## src/rtl/ssm_fpmul_pack.sv

```systemverilog
// ssm_fpmul_pack: pack stage of the static-segment approximate FP multiplier.
// Normalizes the approximate fraction product, rounds, resolves specials and
// emits an IEEE-754 binary32 word through a two-stage elastic pipeline.
// Build option: define SSM_FPMUL_RNE_EN for round-to-nearest-even; otherwise
// the mantissa is truncated (inexact is still reported).
module ssm_fpmul_pack #(
    parameter int EXP_W = 8,
    parameter int MAN_W = 23,
    parameter int BIAS  = 127
) (
    input  logic                   clk,
    input  logic                   rst_n,
    input  logic                   in_valid,
    output logic                   in_ready,
    input  logic                   in_sign_a,
    input  logic                   in_sign_b,
    input  logic [EXP_W-1:0]       in_exp_a,
    input  logic [EXP_W-1:0]       in_exp_b,
    input  logic [MAN_W+2:0]       in_ris,
    output logic                   out_valid,
    input  logic                   out_ready,
    output logic [EXP_W+MAN_W:0]   out_result,
    output logic [3:0]             out_flags
);

    localparam int EW = EXP_W + 2;   // two's-complement working exponent
    localparam int FW = MAN_W + 4;   // 2^MAN_W + ris
    localparam int RW = EXP_W + MAN_W + 1;
    localparam logic [EXP_W-1:0] EXP_MAX  = {EXP_W{1'b1}};
    localparam logic [EW-1:0]    EXP_OVF  = EW'((1 << EXP_W) - 1);
    localparam logic [RW-1:0]    QNAN     = {1'b0, {EXP_W{1'b1}}, 1'b1, {(MAN_W-1){1'b0}}};

    typedef enum logic [1:0] {
        CLS_NORM = 2'd0,
        CLS_NAN  = 2'd1,
        CLS_INF  = 2'd2,
        CLS_ZERO = 2'd3
    } cls_e;

    // stage 1 state
    logic             s1_valid_q;
    logic             s1_sign_q;
    logic [EW-1:0]    s1_exp_q;
    logic [MAN_W:0]   s1_mant_q;
    logic             s1_guard_q;
    logic             s1_sticky_q;
    cls_e             s1_cls_q;

    // stage 2 state
    logic             s2_valid_q;
    logic [RW-1:0]    s2_result_q;
    logic [3:0]       s2_flags_q;

    logic s1_adv, s2_en;

    assign s1_adv   = s1_valid_q & (!s2_valid_q | out_ready);
    assign in_ready = !s1_valid_q | s1_adv;
    assign s2_en    = !s2_valid_q | out_ready;

    assign out_valid  = s2_valid_q;
    assign out_result = s2_result_q;
    assign out_flags  = s2_flags_q;

    // stage 1 next-state
    logic             s1_sign_d;
    logic [EW-1:0]    s1_exp_d;
    logic [MAN_W:0]   s1_mant_d;
    logic             s1_guard_d;
    logic             s1_sticky_d;
    cls_e             s1_cls_d;
    logic [FW-1:0]    full;
    logic [1:0]       shift;

    // Normalize the product (hidden 1 added) and classify the operands by exponent.
    always_comb begin
        full        = {{(FW-1-MAN_W){1'b0}}, 1'b1, {MAN_W{1'b0}}} + {1'b0, in_ris};
        s1_sign_d   = in_sign_a ^ in_sign_b;
        shift       = 2'd0;
        s1_mant_d   = full[MAN_W:0];
        s1_guard_d  = 1'b0;
        s1_sticky_d = 1'b0;
        if (|full[FW-1:FW-2]) begin
            shift       = 2'd2;
            s1_mant_d   = full[MAN_W+2:2];
            s1_guard_d  = full[1];
            s1_sticky_d = full[0];
        end else if (full[FW-3]) begin
            shift       = 2'd1;
            s1_mant_d   = full[MAN_W+1:1];
            s1_guard_d  = full[0];
        end
        s1_exp_d = EW'(in_exp_a) + EW'(in_exp_b) - EW'(BIAS) + EW'(shift);

        s1_cls_d = CLS_NORM;
        if ((in_exp_a == EXP_MAX && in_exp_b == '0) || (in_exp_a == '0 && in_exp_b == EXP_MAX))
            s1_cls_d = CLS_NAN;
        else if (in_exp_a == EXP_MAX || in_exp_b == EXP_MAX)
            s1_cls_d = CLS_INF;
        else if (in_exp_a == '0 || in_exp_b == '0)
            s1_cls_d = CLS_ZERO;
    end

    // stage 2 next-state
    logic             inc;
    logic [MAN_W+1:0] sum;
    logic [MAN_W-1:0] frac;
    logic [EW-1:0]    exp_r;
    logic [RW-1:0]    s2_result_d;
    logic [3:0]       s2_flags_d;

    // Round, renormalize on carry-out, then pick the special or packed result.
    always_comb begin
`ifdef SSM_FPMUL_RNE_EN
        inc = s1_guard_q & (s1_sticky_q | s1_mant_q[0]);
`else
        inc = 1'b0;
`endif
        sum   = {1'b0, s1_mant_q} + {{(MAN_W+1){1'b0}}, inc};
        frac  = sum[MAN_W-1:0];
        exp_r = s1_exp_q;
        if (sum[MAN_W+1]) begin
            frac  = sum[MAN_W:1];
            exp_r = s1_exp_q + EW'(1);
        end

        s2_result_d = {s1_sign_q, exp_r[EXP_W-1:0], frac};
        s2_flags_d  = {3'b000, s1_guard_q | s1_sticky_q};
        unique case (s1_cls_q)
            CLS_NAN: begin
                s2_result_d = QNAN;
                s2_flags_d  = 4'b1000;
            end
            CLS_INF: begin
                s2_result_d = {s1_sign_q, EXP_MAX, {MAN_W{1'b0}}};
                s2_flags_d  = 4'b0000;
            end
            CLS_ZERO: begin
                s2_result_d = {s1_sign_q, {(RW-1){1'b0}}};
                s2_flags_d  = 4'b0000;
            end
            default: begin
                if (!exp_r[EW-1] && exp_r >= EXP_OVF) begin
                    s2_result_d = {s1_sign_q, EXP_MAX, {MAN_W{1'b0}}};
                    s2_flags_d  = 4'b0101;
                end else if (exp_r[EW-1] || exp_r == '0) begin
                    s2_result_d = {s1_sign_q, {(RW-1){1'b0}}};
                    s2_flags_d  = 4'b0011;
                end
            end
        endcase
    end

    // Stage 1 register: loads whenever the slot is free or draining this cycle.
    always_ff @(posedge clk or negedge rst_n) begin
        if (!rst_n) begin
            s1_valid_q  <= 1'b0;
            s1_sign_q   <= 1'b0;
            s1_exp_q    <= '0;
            s1_mant_q   <= '0;
            s1_guard_q  <= 1'b0;
            s1_sticky_q <= 1'b0;
            s1_cls_q    <= CLS_NORM;
        end else if (in_ready) begin
            s1_valid_q <= in_valid;
            if (in_valid) begin
                s1_sign_q   <= s1_sign_d;
                s1_exp_q    <= s1_exp_d;
                s1_mant_q   <= s1_mant_d;
                s1_guard_q  <= s1_guard_d;
                s1_sticky_q <= s1_sticky_d;
                s1_cls_q    <= s1_cls_d;
            end
        end
    end

    // Stage 2 / output register: holds steady while downstream stalls.
    always_ff @(posedge clk or negedge rst_n) begin
        if (!rst_n) begin
            s2_valid_q  <= 1'b0;
            s2_result_q <= '0;
            s2_flags_q  <= '0;
        end else if (s2_en) begin
            s2_valid_q <= s1_valid_q;
            if (s1_valid_q) begin
                s2_result_q <= s2_result_d;
                s2_flags_q  <= s2_flags_d;
            end
        end
    end

endmodule
```

## config.mk

```make
export PLATFORM = sky130hd
export DESIGN_NAME = ssm_fpmul_pack
export DESIGN_NICKNAME = d
export VERILOG_FILES = /design/src/rtl/ssm_fpmul_pack.sv
export SDC_FILE = /design/constraint.sdc
export NUM_CORES = 1
export LEC_CHECK = 0
export BUFFER_PORTS_ARGS = -buffer_cell sky130_fd_sc_hd__buf_2
export CAP_MARGIN = 30
export CORE_UTILIZATION = 41
export DETAILED_ROUTE_END_ITERATION = 7
export PLACE_DENSITY_LB_ADDON = 0.3
export SYNTH_ARGS = -nofsm -noshare
export SYNTH_HDL_FRONTEND = slang
export SYNTH_SLANG_ARGS = --single-unit
```

## constraint.sdc

```tcl
create_clock -name clk -period 1.7 [get_ports clk]
set_input_delay 0.17 -clock clk [delete_from_list [all_inputs] [get_ports clk]]
set_output_delay 0.17 -clock clk [all_outputs]
set_load 0.005 [all_outputs]
```

==> results of run 1 <==
report_power, final:
| group | internal (mW) | switching [mW] | leakage [nW] |
|---|---|---|---|
| combinational | 0.755 | 0.784 | 1.49 |
| sequential | 2.19 | 0.271 | 0.959 |
| clock | 0.978 | 0.643 | 0.117 |
| total | 3.92 | 1.70 | 2.57 |
logic make-up (layout without fill, tap and decap cells):
family	count (synthesis)	count (layout)
AO/OA/AOI/OAI	120	120
buffers and inverters	38	157
adder cells (fa/ha/maj)	22	22
flip-flops	76	76
AND/OR/NAND/NOR	160	160
multiplexers	22	22
XOR/XNOR	5	5
layout make-up:
class / instances / area, um^2 / area share (%)
Clock buffer: 10 / 128 / 2.43
Clock inverter: 6 / 111 / 2.12
Inverter: 13 / 48.8 / 0.930
Multi-Input combinational cell: 329 / 2100 / 39.9
Sequential cell: 76 / 1900 / 36.3
Tap cell: 129 / 161 / 3.08
Timing Repair Buffer: 128 / 800 / 15.2
critical path: stages:
cell and delay [ps]:
buf_8 100, ha_4 150, nor2_2 70, a21o_1 150, inv_2 60, fa_1 360
ha_1 290, nor2b_2 160, o31a_1 310, o21a_1 190, o21a_1 180, o31ai_1 180
placed cells by master, fill, tap and decap left out, types with 5 or more instances in the layout:
cell,n
dfrtp_1,76
a221o_1,9
o21ai_1,77
nor2_1,8
nand2_1,116
a21oi_1,5
clkbuf_8,9
mux2i_1,20
buf_2,83
buf_4,38
nand4_1,6
ha_1,16
inv_1,9
registers in the layout (all words and copies together) (netlist names):
signal and cells:
s1_valid_q 1, s1_cls_q 2, out_flags 4, out_valid 1, out_result 32, s1_sign_q 1, s1_sticky_q 1, s1_guard_q 1
s1_mant_q 23, s1_exp_q 10
timing repair:
item / CTS / global route
hold buffers: 1 / 0
pin swaps: 8 / 7
endpoints found under the hold margin: 76 / 0
gates resized for setup: 11 / 9
setup buffers: 3 / 2
endpoints found under the setup margin: 8 / 17
final timing paths:
| check | endpoint | slack [ps] | cells after the start |
|---|---|---|---|
| max | s1_exp_q[6] | -420 | 12 |
| min | s1_valid_q | 70 | 2 |
| max reg2reg | out_result[28] | 140 | 6 |
| min reg2reg | out_result[31] | 480 | 2 |
| max in group asynchronous | s1_mant_q[2] | 1010 | 3 |
| min in group asynchronous | s1_exp_q[6] | 380 | 3 |
routing by layer:
layer	track usage (%)	part of all wire [%]	up-vias
met5	0	0	-
met1	29.1	51	1582
met4	7.36	1.0	0
li1	-	-	1780
met3	3.59	5.5	5
met2	27.3	42	83
through the flow:
step	hold WS (ps)	worst slack (ps)	TNS, ps	instance area, um^2
3_5_place_dp	231	-898	-6320	4860
2_1_floorplan	-126	-790	-5040	4110
3_3_place_gp	225	-827	-5830	4860
4_1_cts	64.6	-374	-2100	5200
5_1_grt	68.2	-539	-3050	5250
6_report	68.0	-424	-2270	5250
==> results.md, run 1 <==
Synth:
- Summing the areas of all compound-gate instances in the mapped netlist gives around 18% of the synthesized area.
- The top cell type's share of synthesized area is roughly 47%.
- Summed over all instances, the cell type with the most area after synthesis is dfrtp_1.
- During synthesis, Yosys emitted a total of 0 warnings.
- After technology mapping, the gate count stands at around 440.
- nand2_1 is the most common cell in the netlist.
- The largest family of logic cells by synthesized area is simple AND/OR/NAND/NOR gates.
- Ranked by total cell area, the synthesized netlist is headed by dfrtp_1 47%, nand2_1 11%, o21ai_1 9.5%.
- Dividing the synthesized area by the synthesized cell count gives 9.13 um^2.
- The number of enable flip-flop cells after synthesis is 0.
- The number of distinct library cells after synthesis is 47.
- The number of nets in the synthesized netlist is around 500.
- After synthesis, the most frequently instantiated cells are 119 x nand2_1, 77 x o21ai_1, 76 x dfrtp_1.
- The sequential area share after synthesis is between 40 and 50%.
- The xor/xnor cell area share of the yosys netlist is under 10%.
- For this run, the leading register cell type out of synthesis is dfrtp_1.
- The async set or reset register ratio after synthesis is 100%.
- In the synthesized netlist, mux cells make up roughly 5.5% of the area.
- The cell area that synthesis handed to floorplanning was ~0.004 mm^2.
- The fraction of the mapped netlist area in adder cells is approximately 7.2%.
- The register bit count reported by yosys is 76.
- The fraction of the mapped netlist area in simple logic gates is between 15 and 20%.

Clocking:
- The total clock buffers created by CTS is 9.
- After clock tree synthesis, the clock-pin slew on the worst setup and hold paths is roughly 70 ps.
- The clock drives 76 sinks.
- TritonCTS built the clock tree.
- The H-tree was split into 3 levels.
- The clock root buffer is clkbuf_8.
- The later pin in the worst-skew pair is clocked with a latency of approximately 350 ps.
- The maximum count of clock buffers along a single path is 2.

Routing:
- Before antenna repair, the detailed router went through 4 iterations.
- Summing over every cut layer, the via total after detailed routing is about 3500.
- The per-cell routed wire length is 13.4 um.
- The count of unresolved DRC violations after routing is 0.
- The number of nets with antenna violations after routing is 0.
- The iteration-0 DRC count of the detailed router is about 160.
- The via density per instance is about 5.
- The final layout contains routed wiring with a total length of 9290 um.

Setup path:
- Tracing the worst setup path back leads to its startpoint at in_ris[23].
- The worst setup path is captured at a flip-flop.
- The setup path with the least slack is of type in -> reg.
- The maximum fanout count along the critical path is 3.
- The worst register-to-register path begins at s1_cls_q[0].
- At the worst endpoint, the required time is about 2000 ps.
- STA classifies the critical path startpoint as an input pin.
- The data arrival time of the critical path is 2380 ps.

GRT:
- The via count of the first global-routing pass was roughly 3200.
- In the global route stage, overall resource usage came out at approximately 19%.
- The total global routing overflow is 0.
- The first global-routing pass estimated approximately 15000 um of wire.
- The initial antenna violation count is 0.
- The pin count of the biggest net entering global routing is 77.

Timing:
- The worst clock skew on the final layout is 9.74 ps.
- Setup repair after global routing could not meet its margin everywhere.
- The final critical path time including I/O delays and setup is roughly 2100 ps.
- The final-report setup violation count is 8.
- After layout, the worst setup slack is -424 ps.
- The achievable frequency is 0.471 GHz.
- The worst pin sits at a relative slew slack of 67.7%.
- The number of max-slew violations in the final report is 0.
- The final-report hold violation count is 0.
- For the pin with the worst max-slew slack, the measured transition is between 400 and 500 ps.
- The final critical-path share of the clock period is 125%.

Final layout:
- The final net count is roughly 630.
- The share of layout cells above drive strength 1 is 30.4%.
- The area growth from synthesis to layout is 29.7%.
- The fraction of the core area covered by cells at the end of the flow is between 50% and 60%.
- The total inserted antenna cells is 0.
- The non-filler instance count after layout is 691.
- The fill cell instance count of the final layout is 873.

Hold path:
- In this run the most critical hold path is launched from in_valid.
- The min-delay analysis places its worst path in the category in -> reg.

Run status:
- The run finished, with violations left.
- The final reports fail on setup timing.

Place:
- Once detailed placement completed, the half-perimeter wirelength came to about 7100 um.
- The global placement routability congestion is ~0.80.
- During placement, the flow inserted port buffers numbering 85.
- Once placement completed, the tool counted placed cells totaling roughly 670.

Floorplanning:
- The number of placement rows is 35.
- The core area is 0.00942 mm^2.
- 86 I/O pins were placed.
- The die width is 101 um.
- The vertical extent of the die is about 100 um.
- The die area is between 0.01 and 0.015 mm^2.
- The effective utilization at floorplan is a little over two fifths.

Power and ir drop:
- For this design the static power due to leakage is about 2.6 nW.
- Summing internal, switching and leakage power gives ~5.6 mW.
- VDD sags by at most between 500 and 600 uV.
- For this design the ratio of total power to cell area is approximately 1100 mW/mm^2.

Run:
- Max-cap violations in this run came to 0.
Power figures use the tool's default switching activity.
==> run 2: changes to the inputs <==
--- a/config.mk
+++ b/config.mk
@@ -5,11 +5,12 @@
 export SDC_FILE = /design/constraint.sdc
 export NUM_CORES = 1
 export LEC_CHECK = 0
+export ABC_AREA = 0
 export BUFFER_PORTS_ARGS = -buffer_cell sky130_fd_sc_hd__buf_2
 export CAP_MARGIN = 30
 export CORE_UTILIZATION = 41
 export DETAILED_ROUTE_END_ITERATION = 7
-export PLACE_DENSITY_LB_ADDON = 0.3
+export PLACE_DENSITY_LB_ADDON = 0.12
 export SYNTH_ARGS = -nofsm -noshare
 export SYNTH_HDL_FRONTEND = slang
 export SYNTH_SLANG_ARGS = --single-unit
==> constraint.sdc (replaced) <==
create_clock -name clk -period 1.7 [get_ports clk]
set_input_delay 0.34 -clock clk [delete_from_list [all_inputs] [get_ports clk]]
set_output_delay 0.34 -clock clk [all_outputs]
set_load 0.005 [all_outputs]
==> results.md, run 2 (same netlist as run 1, synthesis figures left out) <==
Routing:
- The iteration-0 DRC count of the detailed router is 222 (+43%).
- The number of nets with antenna violations after routing is 0 (unchanged).
- The number of detailed-routing iterations run before antenna repair is 5 (+1).
- The routed wire length is 9360 um (+0.75%).
- The number of vias after detailed routing is 3509 (+1.7%).
- The per-cell routed wire length is 13.4 um (-0.40%).
- The count of unresolved DRC violations after routing is 0 (unchanged).
- The via density per instance is 5.02 (+0.55%).

GRT:
- The via count of the first global-routing pass was 3229 (+1.7%).
- The total global routing overflow is 0 (unchanged).
- The pin count of the biggest net entering global routing is 77 (unchanged).
- The initial antenna violation count is 0 (unchanged).
- The first-pass GRT wire length is 15700 um (+2.2%).
- The global routing usage summed across all routing layers is 19.8% (+0.49 points).

Timing:
- The final critical path time including I/O delays and setup is 2350 ps (+229 ps).
- The actual slew at the worst max-slew pin is 417 ps (-66.1 ps).
- Setup repair after global routing could not meet its margin everywhere.
- The headroom to the max-slew limit is 72.1% (+4.4 points).
- The final critical-path share of the clock period is 138% (+13 points).
- The final-report hold violation count was 0 (unchanged).
- The final-report setup violation count is 9 (+1).
- The achievable frequency is 0.425 GHz (-9.7%).
- The setup TNS is -4010 ps (-1740 ps).
- The number of max-slew violations in the final report is 0 (unchanged).
- The smallest setup slack after layout was -653 ps (-229 ps).
- The worst clock skew on the final layout is 10.0 ps (+0.250 ps).

Final layout:
- The flip-flop count of the largest register, all copies and words added is 32 (unchanged).
- Leaving out fill and tap cells, the most frequent cells in the layout are 116 x nand2_1, 83 x buf_2, 77 x o21ai_1.
- The total inserted antenna cells is 0 (unchanged).
- The share of layout cells above drive strength 1 was 32.3% (+1.9 points).
- The final net count is 636 (+1.4%).
- The fraction of the core area covered by cells at the end of the flow came to 56.2% (+0.47 points).
- The final design instance area without fill was 0.00529 mm^2 (+0.83%).
- The library cell used most frequently in the layout, excluding fill and tap cells, is nand2_1.
- The fill cell instance count of the final layout is 882 (+1.0%).
- The non-filler instance count after layout was 699 (+1.2%).
- From synthesis to final layout, the design area changed by 30.8%.

Setup path:
- The worst-path cell with the longest stage delay is fa_2.
- The biggest cell delay along the critical path is 570 ps (+210 ps).
- The launching element type of the critical path is an input pin.
- The maximum fanout count along the critical path is 3 (unchanged).
- The data arrival time of the critical path was 2580 ps (+200 ps).
- In this run the critical register-to-register path is launched from s1_cls_q[1].
- Walking the worst path, the cells encountered are buf_8 -> ha_4 -> nor2_2 -> a21o_1 -> inv_2 -> fa_2 -> ha_4 -> a211oi_2 -> o211ai_1 -> and3_1 -> o41ai_2.
- The worst setup path startpoint is in_ris[23].
- The data required time of the worst path is 1930 ps (-20 ps).
- The library cell appearing most often on the critical path is ha_4.
- The capturing element type of the critical path is a flip-flop.
- The classification of the worst setup path is in -> reg.

Clocking:
- The maximum count of clock buffers along a single path was 2 (unchanged).
- The total clock buffers created by CTS is 9 (unchanged).
- The TritonCTS sink count is 76 (unchanged).
- The clock latency of the later-clocked register in the worst-skew pair is 340 ps (about the same).
- The clock root buffer is clkbuf_8.
- The clock-pin slew on the worst setup and hold paths is 70 ps (about the same).
- TritonCTS built the clock tree.
- The H-tree depth came to 3 (unchanged).

Floorplanning:
- The effective utilization at floorplan is 43.0% (unchanged).
- The count of boundary I/O pins was 86 (unchanged).
- The core area is 0.00942 mm^2 (unchanged).
- The number of placement rows is 35 (unchanged).
- The die width came to 101 um (unchanged).
- The vertical extent of the die is 101 um (unchanged).
- The die area is 0.0103 mm^2 (unchanged).

Run status:
- The final reports fail on setup timing.
- The run finished, with violations left.

Place:
- The count of buffers from port buffering is 85 (unchanged).
- The instance count after placement with tap cells included is 678 (+1.3%).
- The sum of net half-perimeters after detailed placement is 7130 um (-0.12%).
- The post-place instance area was 0.00496 mm^2 (+2.0%).
- The global placement routability congestion is 0.802 (+0.24%).

Power and ir drop:
- The power density relative to cell area was 1010 mW/mm^2 (-5.6%).
- The peak ir drop on the vdd network is 422 uV (-27%).
- The leakage power total is 2.61 nW (+1.5%).
- The overall power of the completed layout is 5.35 mW (-4.8%).

Hold path:
- The tightest min-delay check is of the in -> async type.

Run:
- The count of maximum capacitance violations is 0 (unchanged).
==> run 2: where the power goes <==
group          internal [mW]  switching, mW
combinational          0.791          0.796
clock                  0.672          0.640
sequential              2.19          0.265
==> run 2: area by class of cell <==
| class | instances | area (um^2) | share of cell area, % |
|---|---|---|---|
| clock buffer | 9 | 124 | 2.34 |
| timing repair buffer | 137 | 873 | 16.5 |
| multi-input combinational | 329 | 2120 | 40.0 |
| sequential | 76 | 1900 | 36.0 |
| tap | 129 | 161 | 3.05 |
| clock inverter | 6 | 65.1 | 1.23 |
| inverter | 13 | 48.8 | 0.922 |
==> run 2: routing by layer <==
layer	part of all wire, %	vias to the layer above	track usage (%)
met5	0	-	0
met4	0.91	0	6.69
met2	40	101	26.0
li1	-	1789	-
met3	5.2	5	2.83
met1	54	1614	32.3
==> run 2: stage by stage <==
step	setup WS, ps	hold slack (ps)
finish	-653	10.9
global placement	-1020	404
global route	-748	39.5
floorplan	-960	44.4
CTS	-577	24.0
detailed placement	-1100	407
==> run 2: worst max-delay path, delay by kind of cell <==
kind,cells,cell delay (ps)
AO/OA/AOI/OAI,4,850
buffers and inverters,2,160
AND/OR/NAND/NOR,2,290
adder cells (fa/ha/maj),3,940
==> run 2: worst paths after layout <==
kind | end | cells past startpoint | slack, ps
min reg2reg | out_result[31] | 2 | 480
max reg2reg | out_result[28] | 6 | 130
min in group clk | s1_valid_q | 2 | 230
max | s1_exp_q[9] | 11 | -650
min | out_result[29] | 2 | 10
max in group asynchronous | s1_exp_q[9] | 2 | 1360
==> run 2: repair_timing <==
| action | CTS | global route |
|---|---|---|
| buffers inserted | 3 | 3 |
| endpoints found under the setup margin | 9 | 17 |
| hold buffers | 0 | 0 |
| gates resized for setup | 15 | 4 |
| pin swaps | 7 | 6 |
